==> src/rtl/types_pkg.sv <==
`default_nettype none
// ---------------------------------------------------------------------------
// types_pkg : shared register-file widths and elaboration helpers
// Rev 1.0
// ---------------------------------------------------------------------------
package types_pkg;

  localparam int XLEN   = 32;
  localparam int NREGS  = 32;
  localparam int REG_AW = $clog2(NREGS);

  function automatic bit is_pow2(input int n);
    return (n >= 2) && ((n & (n - 1)) == 0);
  endfunction

endpackage
`default_nettype wire

==> src/rtl/rf_scoreboard.sv <==
`default_nettype none
// ---------------------------------------------------------------------------
// rf_scoreboard : per-register busy bits, set at issue and cleared at writeback
// Rev 1.0
// ---------------------------------------------------------------------------
module rf_scoreboard #(
  parameter int NREGS = 32,
  parameter int NWR   = 1,
  parameter int AW    = $clog2(NREGS)
) (
  input  logic              clk,
  input  logic              rst,
  input  logic              rsv_en,
  input  logic [AW-1:0]     rsv_addr,
  input  logic [NWR-1:0]    wr_en,
  input  logic [NWR*AW-1:0] wr_addr,
  output logic [NREGS-1:0]  busy_vec
);

  logic [NREGS-1:0] r_busy;
  logic [NREGS-1:0] w_set;
  logic [NREGS-1:0] w_clr;

  always_comb begin
    w_set = '0;
    w_clr = '0;
    if (rsv_en) w_set[rsv_addr] = 1'b1;
    for (int j = 0; j < NWR; j++) begin
      if (wr_en[j]) w_clr[wr_addr[j*AW +: AW]] = 1'b1;
    end
    w_set[0] = 1'b0;
    w_clr[0] = 1'b0;
  end

  // A new reservation outranks a same-cycle writeback: the new producer owns the register.
  always_ff @(posedge clk) begin
    if (rst) r_busy <= '0;
    else     r_busy <= w_set | (r_busy & ~w_clr);
  end

  assign busy_vec = r_busy;

endmodule
`default_nettype wire

==> src/rtl/regfile_pipe.sv <==
`default_nettype none
// ---------------------------------------------------------------------------
// regfile_pipe : multi-port register file with optional write bypass and busy scoreboard
// Rev 1.0
// ---------------------------------------------------------------------------
module regfile_pipe
  import types_pkg::*;
#(
  parameter int XLEN   = types_pkg::XLEN,
  parameter int NREGS  = types_pkg::NREGS,
  parameter int NRD    = 2,
  parameter int NWR    = 1,
  parameter int BYPASS = 1
) (
  input  logic                     clk,
  input  logic                     rst,
  input  logic [NRD*$clog2(NREGS)-1:0] rd_addr,
  output logic [NRD*XLEN-1:0]      rd_data,
  output logic [NRD-1:0]           rd_busy,
  input  logic [NWR-1:0]           wr_en,
  input  logic [NWR*$clog2(NREGS)-1:0] wr_addr,
  input  logic [NWR*XLEN-1:0]      wr_data,
  input  logic                     rsv_en,
  input  logic [$clog2(NREGS)-1:0] rsv_addr,
  output logic [NREGS-1:0]         busy_vec
);

  localparam int AW = $clog2(NREGS);

  if (NWR < 1 || NWR > 2) begin : g_bad_nwr
    $error("regfile_pipe: NWR must be 1 or 2");
  end
  if (!is_pow2(NREGS)) begin : g_bad_nregs
    $error("regfile_pipe: NREGS must be a power of two, at least 2");
  end
  if (NRD < 1) begin : g_bad_nrd
    $error("regfile_pipe: NRD must be at least 1");
  end

  logic [XLEN-1:0] r_regs [NREGS];

  // Later ports overwrite earlier ones, so port 1 wins on an address clash.
  always_ff @(posedge clk) begin
    if (rst) begin
      for (int r = 0; r < NREGS; r++) r_regs[r] <= '0;
    end else begin
      for (int j = 0; j < NWR; j++) begin
        if (wr_en[j] && (wr_addr[j*AW +: AW] != '0))
          r_regs[wr_addr[j*AW +: AW]] <= wr_data[j*XLEN +: XLEN];
      end
    end
  end

  rf_scoreboard #(
    .NREGS (NREGS),
    .NWR   (NWR),
    .AW    (AW)
  ) u_sb (
    .clk      (clk),
    .rst      (rst),
    .rsv_en   (rsv_en),
    .rsv_addr (rsv_addr),
    .wr_en    (wr_en),
    .wr_addr  (wr_addr),
    .busy_vec (busy_vec)
  );

  logic [AW-1:0]   w_ra;
  logic [XLEN-1:0] w_rd;
  logic            w_hit;
  logic            w_rb;

  always_comb begin
    rd_data = '0;
    rd_busy = '0;
    w_ra    = '0;
    w_rd    = '0;
    w_hit   = 1'b0;
    w_rb    = 1'b0;
    for (int i = 0; i < NRD; i++) begin
      w_ra  = rd_addr[i*AW +: AW];
      w_rd  = r_regs[w_ra];
      w_hit = 1'b0;
      if (BYPASS != 0) begin
        for (int j = 0; j < NWR; j++) begin
          if (wr_en[j] && (wr_addr[j*AW +: AW] == w_ra)) begin
            w_rd  = wr_data[j*XLEN +: XLEN];
            w_hit = 1'b1;
          end
        end
      end
      if (w_ra == '0) begin
        w_rd  = '0;
        w_hit = 1'b0;
      end
      // A forwarded write retires the producer unless a new one is reserved this cycle.
      w_rb = busy_vec[w_ra];
      if (w_hit && !(rsv_en && (rsv_addr == w_ra))) w_rb = 1'b0;
      rd_data[i*XLEN +: XLEN] = w_rd;
      rd_busy[i]              = w_rb;
    end
  end

endmodule
`default_nettype wire

==> config.mk <==
export PLATFORM = sky130hd
export DESIGN_NAME = regfile_pipe
export DESIGN_NICKNAME = d
export VERILOG_FILES = /design/src/rtl/types_pkg.sv /design/src/rtl/rf_scoreboard.sv /design/src/rtl/regfile_pipe.sv
export SDC_FILE = /design/constraint.sdc
export NUM_CORES = 2
export LEC_CHECK = 0
export CAP_MARGIN = 20
export CORE_MARGIN = 2
export CORE_UTILIZATION = 40
export CTS_BUF_LIST = sky130_fd_sc_hd__clkbuf_16
export DETAILED_ROUTE_END_ITERATION = 7
export GPL_ROUTABILITY_DRIVEN = 0
export HOLD_SLACK_MARGIN = 0.15
export PLACE_DENSITY_LB_ADDON = 0.1
export SYNTH_ARGS = -nofsm -noshare
export SYNTH_HDL_FRONTEND = slang
export SYNTH_SLANG_ARGS = --single-unit
==> constraint.sdc <==
create_clock -name clk -period 3.75 [get_ports clk]
set_input_delay 0.5625 -clock clk [delete_from_list [all_inputs] [get_ports clk]]
set_output_delay 0.5625 -clock clk [all_outputs]
set_load 0.05 [all_outputs]
==> out/metrics.cfg <==
[global_routing]
grt.total_usage_pct=32.0
grt_pass1_wl_um=324000
grt_max_degree=94
gr-total-overflow=0
grt_pass1_vias=39000
antenna_found_initial=16

[setup_path]
worstPathRequired_ns=3.19
rrSetupSlack_ns=2.77
crit_path_end_kind=output port
cp_max_fo=25
arrival_ns=3.22
crit_type=input port to output port
reg2reg_from=u_sb.busy_vec[11]
crit_start=rd_addr[6]
start_kind=input port

[flow_run]
max_cap_viol_count=0

[yosys]
synth_warnings=0
yosys_register_bits=1055
synth_edf_count=1024
synth-compound-area-share_pct=6.48
syn_avg_cell_area_um2=13.6
synth_xor_area_share_pct=0.306
synth_fa_ha_area_share_pct=0
syn_area_um2=57300
ys.flop_type=edfxtp_1
async_reset_ff_share_pct=0
muxShareOfSynthArea_pct=21.5
yosys.cell_types.count=48
syn_inst=4227
ys_seq_area_share_pct=54.8
yosys.area_share.simple_pct=13.5
synth_top_family_by_area=multiplexers

[timing]
setup_tns_ns=-0.0307
worst_pin_slew_ns=1.15
setup_viol=1
slew_viol_final=0
fmax_mhz=265
slew-limit-headroom_pct=22.2
period_needed_ns=3.78
hold_viol=0
setup_slack_ns=-0.0307
skew_ns=0
fin_crit_sh_pct=101
rsz0062_at_grt=no

[placement]
hpwl_um=144000
portBuffers=152
placed_area_um2=63800
dp_slack_ns=0.0428

[routing]
drtIter0Drc=5636
antenna_left=0
post_drt_via_cell_ratio=6.24
drc=0
routedWlPerCell_um=36.9
totalWireLength_um=236000
vias=40000
firstDrtPassIters=6

[finish]
fin_nets=4464
area_delta_synth_final_pct=18.0
final_util_pct=47.7
multi_input_area_um2=24500
n_fill_cell=12300
final_area_um2=67600
layout-drive-gt1-share_pct=22.4
seq_area_um2=31400

[floorplan]
die_h_um=382
die_w_um=382
dieArea_um2=146000
ios=154
start_util_pct=40.4
rows=138
core_um2=142000

[outcome]
violations=negative setup slack
status=complete, but fails checks

[pwr]
p_leak_nw=24.5
power_density_nw_per_um2=447
ir_drop_mv=0.414

[clock_network]
cts_buffers=119
postCtsSetupBuffers=0
cts_tree=done
cts_max_level=3
cts_hold_buf=0
clock_latency_ns=0.74
cts_resized=0
clkTransAtPathRegs_ns=0.06
cts-root-buf=clkbuf_16
cts_buffer_depth=3
cts_sinks=1055

[min_path]
hold_class=input port to flop
worstHoldStart=rst

## cells in the final DEF, fill, tap and decap left out, types with 21 or more instances in the layout
cell	count
edfxtp_1	1024
and2_1	993
mux2i_1	463
mux4_2	325
buf_4	252
nand2_1	146
buf_12	141
a21oi_1	140
clkbuf_16	121
o21ai_0	95
clkdlybuf4s50_1	75
o22ai_1	55
a22oi_1	43
nor2_1	41
nand3_1	39
mux2_2	34
a211oi_1	34
nor2_4	33
conb_1	33
a22o_1	32
a221oi_1	32
o221ai_1	32
a32o_1	32
inv_1	32
dfxtp_1	31
clkinv_1	28
or2_2	27
o21ai_1	21
## per-layer routing
metal | vias to the layer above | global-route usage, % | part of all wire, %
met3 | 340 | 6.07 | 9.8
met4 | 2 | 9.70 | 2.9
met1 | 21000 | 45.0 | 41
met2 | 2299 | 50.1 | 46
met5 | - | 0 | 0.0034
li1 | 16300 | - | -
## synthesized netlist by cell type (all sizes together) (32+ instances only)
cell / instances / share of area [%]
a22oi: 43 / 0.56
edfxtp: 1024 / 54
a21oi: 140 / 1.2
o21ai: 116 / 1.0
o221ai: 32 / 0.49
nand2: 146 / 0.96
mux2: 34 / 0.67
a22o: 32 / 0.49
o22ai: 55 / 0.60
clkbuf: 300 / 2.0
a32o: 32 / 0.56
buf: 147 / 1.4
nand3: 39 / 0.34
nor2: 74 / 0.49
a221oi: 33 / 0.52
and2: 996 / 11
mux2i: 463 / 8.1
mux4: 325 / 13
a211oi: 34 / 0.45
## metrics by stage
step,hold WS [ns],instances,power [W]
final,0.426,6407,0.0302
after floorplan,0.698,4259,0.0166
after CTS,0.424,6395,0.0303
after global routing,0.434,6395,0.0310
after global placement,0.508,6176,0.0188
after detailed placement,0.509,6177,0.0189
## report_power, final
part	total, W	switching (W)	internal (W)	leakage [nW]
combinational	0.00478	0.00284	0.00194	12.6
sequential	0.0139	0.000338	0.0136	10.0
clock	0.0116	0.00507	0.00650	1.96
total	0.0302	0.00825	0.0220	24.5
## worst paths after layout
| kind | end | cells past startpoint |
|---|---|---|
| max | rd_data[44] | 9 |
| min reg2reg | u_sb.busy_vec[23] | 2 |
| min | r_regs[0][0] | 2 |
| max reg2reg | u_sb.busy_vec[11] | 2 |
## cell type report
class	count	share of cell area, %
repair buffers	475	8.21
flip-flops and latches	1055	46.4
clock buffers	121	4.48
diodes	12	0.0444
multi-input cells	2754	36.3
well taps	1890	3.50
inverters	3	0.0167
clock inverters	97	1.08
## worst max-delay path: stages
cell     delay [ns]
buf_8          0.27
buf_12         0.27
buf_4          0.40
mux2i_1        0.17
nand2_1        0.10
nand3_1        0.07
o21ai_0        0.78
a32o_1         0.35
buf_12         0.15
## cell families (layout without fill, tap and decap cells)
kind of cell              Yosys count  after routing
DFF                              1055           1055
muxes                             822            822
xor gates and xnor gates           20             20
AOI/OAI and AO/OA                 555            555
buffers and inverters             450            696
other                               1             45
and+or+nand+nor                  1324           1324
## sequential cells by signal, indices dropped and copies added, names as in the netlist
register       flops
u_sb.busy_vec     31
r_regs          1024
Power figures use the tool's default switching activity.
